## config.mk

```make
export PLATFORM = sky130hd
export DESIGN_NAME = uart_rx_frame
export DESIGN_NICKNAME = d
export VERILOG_FILES = /design/src/rtl/uart_rx_frame.sv
export SDC_FILE = /design/constraint.sdc
export NUM_CORES = 1
export LEC_CHECK = 0
export ABC_AREA = 0
export CORE_MARGIN = 5
export CORE_UTILIZATION = 54
export CTS_CLUSTER_DIAMETER = 30
export DETAILED_ROUTE_END_ITERATION = 12
export HOLD_SLACK_MARGIN = 0.12
export PLACE_DENSITY = 0.89
export SLEW_MARGIN = 40
export SYNTH_ARGS = -nofsm -noshare
export SYNTH_HDL_FRONTEND = slang
export SYNTH_SLANG_ARGS = --single-unit
```

## constraint.sdc

```tcl
create_clock -name clk -period 3.15 [get_ports clk]
set_clock_uncertainty 0.2 [all_clocks]
set_input_delay 0.63 -clock clk [delete_from_list [all_inputs] [get_ports clk]]
set_output_delay 0.63 -clock clk [all_outputs]
set_load 0.05 [all_outputs]
```

## src/rtl/uart_rx_frame.sv

```systemverilog
// UART receive framer: synchronises rs232_rx, requests bit-centre strobes from an
// external baud generator and assembles 8N1 frames; define UART_RX_PARITY_EN for 8E1.
module uart_rx_frame #(
    parameter int SYNC_STAGES = 2
) (
    input  logic       clk,
    input  logic       rst_n,
    input  logic       rs232_rx,
    input  logic       clk_bps,
    output logic       bps_start,
    output logic [7:0] rx_data,
    output logic       rx_valid,
    output logic       rx_frame_err,
    output logic       rx_parity_err
);

    localparam logic [2:0] IDLE   = 3'd0;
    localparam logic [2:0] START  = 3'd1;
    localparam logic [2:0] DATA   = 3'd2;
`ifdef UART_RX_PARITY_EN
    localparam logic [2:0] PARITY = 3'd3;
`endif
    localparam logic [2:0] STOP   = 3'd4;

`ifdef UART_RX_PARITY_EN
    function automatic logic even_parity(input logic [7:0] d);
        return ^d;
    endfunction
`endif

    logic [SYNC_STAGES-1:0] sync_q;
    logic                   rx_prev;
    logic                   rx_cur;
    logic                   rx_fall;

    logic [2:0] state;
    logic [2:0] bit_idx;
    logic [7:0] shift;
`ifdef UART_RX_PARITY_EN
    logic       par_err;
`endif

    // Synchroniser chain and edge-detect flop; resetting to 1 matches an idle line.
    always_ff @(posedge clk or negedge rst_n) begin
        if (!rst_n) begin
            sync_q  <= '1;
            rx_prev <= 1'b1;
        end else begin
            sync_q  <= {sync_q[SYNC_STAGES-2:0], rs232_rx};
            rx_prev <= rx_cur;
        end
    end

    assign rx_cur  = sync_q[SYNC_STAGES-1];
    assign rx_fall = rx_prev & ~rx_cur;

    // Frame FSM; every sample is taken from the synchronised line on a clk_bps strobe.
    always_ff @(posedge clk or negedge rst_n) begin
        if (!rst_n) begin
            state        <= IDLE;
            bps_start    <= 1'b0;
            bit_idx      <= 3'd0;
            shift        <= 8'h00;
            rx_data      <= 8'h00;
            rx_valid     <= 1'b0;
            rx_frame_err <= 1'b0;
`ifdef UART_RX_PARITY_EN
            par_err       <= 1'b0;
            rx_parity_err <= 1'b0;
`endif
        end else begin
            rx_valid     <= 1'b0;
            rx_frame_err <= 1'b0;
`ifdef UART_RX_PARITY_EN
            rx_parity_err <= 1'b0;
`endif
            case (state)
                IDLE: begin
                    if (rx_fall) begin
                        state     <= START;
                        bps_start <= 1'b1;
                    end
                end
                START: begin
                    if (clk_bps) begin
                        if (rx_cur) begin
                            state     <= IDLE;
                            bps_start <= 1'b0;
                        end else begin
                            state   <= DATA;
                            bit_idx <= 3'd0;
`ifdef UART_RX_PARITY_EN
                            par_err <= 1'b0;
`endif
                        end
                    end
                end
                DATA: begin
                    if (clk_bps) begin
                        shift <= {rx_cur, shift[7:1]};
                        // Exit on index 7 so the 3-bit counter never wraps.
                        if (bit_idx == 3'd7) begin
`ifdef UART_RX_PARITY_EN
                            state <= PARITY;
`else
                            state <= STOP;
`endif
                        end else begin
                            bit_idx <= bit_idx + 3'd1;
                        end
                    end
                end
`ifdef UART_RX_PARITY_EN
                PARITY: begin
                    if (clk_bps) begin
                        par_err <= (rx_cur != even_parity(shift));
                        state   <= STOP;
                    end
                end
`endif
                STOP: begin
                    if (clk_bps) begin
                        if (rx_cur) begin
                            rx_data  <= shift;
                            rx_valid <= 1'b1;
`ifdef UART_RX_PARITY_EN
                            rx_parity_err <= par_err;
`endif
                        end else begin
                            rx_frame_err <= 1'b1;
                        end
                        state     <= IDLE;
                        bps_start <= 1'b0;
                    end
                end
                default: begin
                    state     <= IDLE;
                    bps_start <= 1'b0;
                end
            endcase
        end
    end

`ifndef UART_RX_PARITY_EN
    assign rx_parity_err = 1'b0;
`endif

endmodule

```

==> reports/results.tsv, run 1 <==
metric	value	unit
fraction of layout cells with a size suffix above 1	33.3	%
setup bufs post-CTS	0	
DIE AREA	0.00340	mm²
cts repair resizes	0	
Critical Path AT	1570	ps
CTS root buffer	clkbuf_4	
VDD IR max	0.402	mV
routed wire length per instance	15.0	µm
TritonCTS Buffers	3	
post-synthesis simple-gate area fraction	12.6	%
Slew HR	66.7	%
CP Cell Sequence	clkdlybuf4s50_1	
Post-Synthesis Net Count	94	
DRT Pass-1 Iters	3	
initial drt markers	10	
via/cell ratio	5.40	
# nets final	109	
crit-path max FO	4	
Synth Instances	88	
WHS Path Cells	0	
Chip Width	58.4	µm
sequential fraction of the synthesis area	55.8	%
post-synthesis compound-gate area fraction	4.66	%
main combinational cell family by area after synthesis	multiplexers	
Synth cell types	29	
max_cap viols	0	
Filler cells	176	
port buffer count	14	
Hold-fix buffers, CTS	0	
mux cell area share after synthesis	19.1	%
final hold violation count	0	
delay-heaviest family, CP	buffers and inverters	
global-route wire length before repair	3460	µm
worst hold slack	167	ps
number of nets still failing antenna checks after routing	0	
worst reg-to-reg path cell count	3	
most common cell after layout, fill and taps aside	dfrtp_1	
core footprint	0.00221	mm²
largest net degree at the start of global routing	29	
#FFs+latches synth	28	
max incr delay on CP	820	ps
Adder-Cell Fraction of Synth Area	1.98	%
routed vias	702	
RSZ-0062 raised after global routing	no	
Rows	17	
Non-Filler Instances	130	
total wire length	1950	µm
HPWL after detailed placement	1330	µm
Hold WC Path Type	flop to flop	
Syn Area/Cell	14.3	µm²
WP buf/inv	1	
die boundary height	58.4	µm
r2r setup slk	1220	ps
clock transition at the registers of the reported paths	150	ps
clk sinks	28	
GR Overflow Total	0	
CP Capture Type	primary output	
Power Density	657	mW/mm²
vias in the first global route	753	
register area	704	µm²
Worst Setup Path Type	flop to primary output	
multi-input combinational cell area	488	µm²
Synth-to-Final Area Change	14.6	%
leakage	0.692	nW
I/O Pins	16	
htree depth	1	
status	completed	
HP Start	sync_q[0]	
Worst Tran Pin Value	498	ps
WP data required	2320	ps
fin crit share	76.1	%
global-route usage over all layers	13.3	%
max-slew violation count	0	
Post-Synth XOR/XNOR Area	0	%
hold path endpoint	sync_q[1]	
CTS tree	yes	
initial antenna violation count	0	
Initial Util	57.1	%
worst r2r dst	shift[6]	
Inst Count DP	126	
drt drc	0	
Clk Latency, worst-skew pair	340	ps
origin of the critical flop-to-flop path	state[1]	
most frequent cells in the layout	dfrtp_1, clkdlybuf4s50_1, mux2_2, mux2_4	
Placer Congestion	0.774	
Yosys warning total	0	
post-route setup TNS	0	ps
worst-case clock buffer depth	2	
Max stage delay cell, worst path	clkdlybuf4s50_1	
Startpoint Class	flop	
diodes inserted	0	
minimum clock period	2400	ps
setup violators final	0	
Achievable Freq	0.417	GHz
Tot Pwr	0.000950	W
mapped cell area	0.00126	mm²
[flip-flops by register name (all words and copies together) (netlist names)]
register,count
bit_idx,3
bps_start,1
rx_data,8
rx_frame_err,1
rx_prev,1
rx_valid,1
shift,8
state,3
sync_q,2
[layout make-up]
cell class / count / share of cell area, %
inverters: 3 / 0.779
well taps: 28 / 2.42
clock buffers: 3 / 1.56
clock inverters: 1 / 2.08
flip-flops and latches: 28 / 48.7
multi-input cells: 51 / 33.7
repair buffers: 16 / 10.7
[worst max-delay path by stage]
stage,from,slack (ps),endpoint,depth (start not counted)
finish,bps_start,750,bps_start,1
global route,bps_start,700,bps_start,1
CTS,bps_start,740,bps_start,1
detailed placement,clk_bps,630,shift[3],4
global placement,clk_bps,680,shift[3],4
floorplan,clk_bps,1480,rx_data[0],4
[cell usage after synthesis]
master     n  share of area (%)
nor4b_1    1               0.69
nand2_1    2               0.59
nor2b_4    2                2.2
o21a_1     1               0.59
nand3b_4   1                1.6
and2b_2    1               0.69
mux2_4     8                9.5
a32oi_1    1               0.69
buf_6      1               0.89
nor3_1     3                1.2
mux2_2     9                8.0
nor2_1     4                1.2
or2b_2     1               0.69
inv_1      3               0.89
o31ai_1    1               0.59
nor3b_1    3                1.8
and4bb_2   1               0.99
ha_1       2                2.0
buf_12     1                1.6
dfstp_2    3                6.2
o21ai_2    1               0.69
nor3b_2    1               0.99
buf_2      1               0.40
mux2i_1    2                1.6
dfrtp_1   25                 50
a21oi_1    4                1.6
conb_1     1               0.30
a31oi_1    1               0.50
buf_4      3                1.8
[routing by layer]
| layer | part of all wire [%] | routed length (µm) | GRT usage, % | vias to the layer above |
|---|---|---|---|---|
| li1 | - | - | - | 333 |
| met1 | 48 | 933 | 17.4 | 345 |
| met2 | 45 | 875 | 20.7 | 17 |
| met3 | 3.8 | 74 | 2.19 | 7 |
| met4 | 3.3 | 65 | 7.95 | 0 |
| met5 | 0 | 0 | 0 | - |
[metrics by stage]
stage	area, µm²	utilization, %	setup slack, ps
after detailed placement	1390	63.0	635
after floorplan	1260	-	1480
final	1450	65.4	752
after global routing	1450	65.4	702
after CTS	1450	65.4	740
after global placement	1390	63.0	676
[logic make-up after synthesis]
kind of cell,Yosys count
adders and majority gates,2
muxes,19
and+or+nand+nor,20
other,1
buffers and inverters,9
DFF,28
AOI/OAI and AO/OA,9
[report_power, final]
group | switching (W) | internal (W)
Sequential | 0.0000745 | 0.000425
Combinational | 0.0000877 | 0.000124
Clock | 0.000110 | 0.000129
Note: power is estimated with default switching activity, not from simulation.
==> inputs of run 2 (changes only) <==
CORE_UTILIZATION = 48   (was 54)
PLACE_DENSITY = 0.84   (was 0.89)
clock period = 2.2 ns   (was 3.15 ns; I/O delays follow)
==> reports/results.tsv, run 2 (synthesized netlist as in run 1, its figures left out) <==
metric	value	unit
max incr delay on CP	800	ps
worst-case clock buffer depth	2	
VDD IR max	0.450	mV
Placer Congestion	0.818	
minimum clock period	2150	ps
total wire length	2010	µm
Hold-fix buffers, CTS	0	
GR Overflow Total	0	
status	completed	
DIE AREA	0.00376	mm²
Worst Setup Path Type	flop to primary output	
crit-path max FO	2	
Rows	18	
HPWL after detailed placement	1410	µm
CP Cell Sequence	clkdlybuf4s50_1	
via/cell ratio	5.28	
clock transition at the registers of the reported paths	150	ps
routed wire length per instance	14.9	µm
Area after DPL	0.00142	mm²
WP data required	1560	ps
CTS tree	yes	
Worst Tran Pin Value	516	ps
clk sinks	28	
drt drc	0	
routed vias	713	
RSZ-0062 raised after global routing	no	
most frequent cells in the layout	dfrtp_1, mux2_2, clkdlybuf4s50_1, mux2_4, buf_4	
worst hold slack	167	ps
Chip Width	61.3	µm
leakage	0.780	nW
fraction of layout cells with a size suffix above 1	35.2	%
CP Capture Type	primary output	
core footprint	0.00250	mm²
Max stage delay cell, worst path	clkdlybuf4s50_1	
DRT Pass-1 Iters	4	
setup violators final	0	
most common cell after layout, fill and taps aside	dfrtp_1	
max-slew violation count	0	
Synth-to-Final Area Change	17.2	%
Slew HR	65.6	%
port buffer count	14	
Initial Util	50.5	%
Achievable Freq	0.465	GHz
CTS root buffer	clkbuf_4	
top flop regs	rx_data: 8 flops, shift: 8 flops	
max_cap viols	0	
Startpoint Class	flop	
Power Density	917	mW/mm²
# nets final	112	
setup bufs post-CTS	0	
global-route wire length before repair	3440	µm
vias in the first global route	726	
fin area	0.00148	mm²
initial antenna violation count	0	
number of nets still failing antenna checks after routing	0	
global-route usage over all layers	12.8	%
WP buf/inv	1	
diodes inserted	0	
Critical Path AT	1510	ps
TritonCTS Buffers	3	
largest net degree at the start of global routing	29	
Clk Latency, worst-skew pair	330	ps
delay-heaviest family, CP	buffers and inverters	
I/O Pins	16	
final hold violation count	0	
Hold WC Path Type	flop to flop	
die boundary height	61.3	µm
Filler cells	198	
initial drt markers	11	
htree depth	1	
fin crit share	97.7	%
-- run 2: power by group --
part / switching [W] / total, W / internal [W]
registers: 0.0000924 / 0.000701 / 0.000609
logic: 0.000140 / 0.000321 / 0.000181
clock network: 0.000151 / 0.000336 / 0.000184
-- run 2: what timing repair did --
item | CTS | global route
setup endpoints to repair | 1 | 4
cloned | 0 | 0
resized for setup | 1 | 4
hold endpoints to repair | 0 | 0
-- run 2: final timing paths --
check                                 from    endpoint  slack (ps)  cells after the start
worst min-delay path             sync_q[0]   sync_q[1]         170                      0
max in group asynchronous            rst_n   sync_q[0]        1250                      2
min in group asynchronous            rst_n  bit_idx[1]         250                      2
worst max-delay path            rx_data[7]  rx_data[7]          50                      1
worst max register to register    state[0]    shift[4]         330                      3
worst min register to register   sync_q[0]   sync_q[1]         170                      0
-- run 2: metal layers --
layer | GRT usage (%) | vias up | routed length (µm)
met5 | 0 | - | 0
met4 | 8.36 | 0 | 59
met3 | 1.26 | 5 | 67
met2 | 21.1 | 17 | 1010
met1 | 16.0 | 356 | 867
li1 | - | 335 | -
-- run 2: area by class of cell --
class	count	area [µm²]	share of cell area [%]
Timing Repair Buffer	19	186	12.6
Clock buffer	3	22.5	1.52
Multi-Input combinational cell	51	488	33.0
Tap cell	30	37.5	2.54
Clock inverter	1	30.0	2.03
Inverter	3	11.3	0.761
Sequential cell	28	704	47.6
-- run 2: per-stage QoR --
stage	TNS, ps	utilization (%)	cells	total power, W	setup slack (ps)
2_1_floorplan	0	-	88	0.000962	534
3_3_place_gp	0	56.8	131	0.00101	9.28
3_5_place_dp	-361	56.8	131	0.00104	-49.3
4_1_cts	0	58.8	135	0.00137	12.5
5_1_grt	0	59.2	135	0.00143	3.68
6_report	0	59.2	135	0.00136	51.6
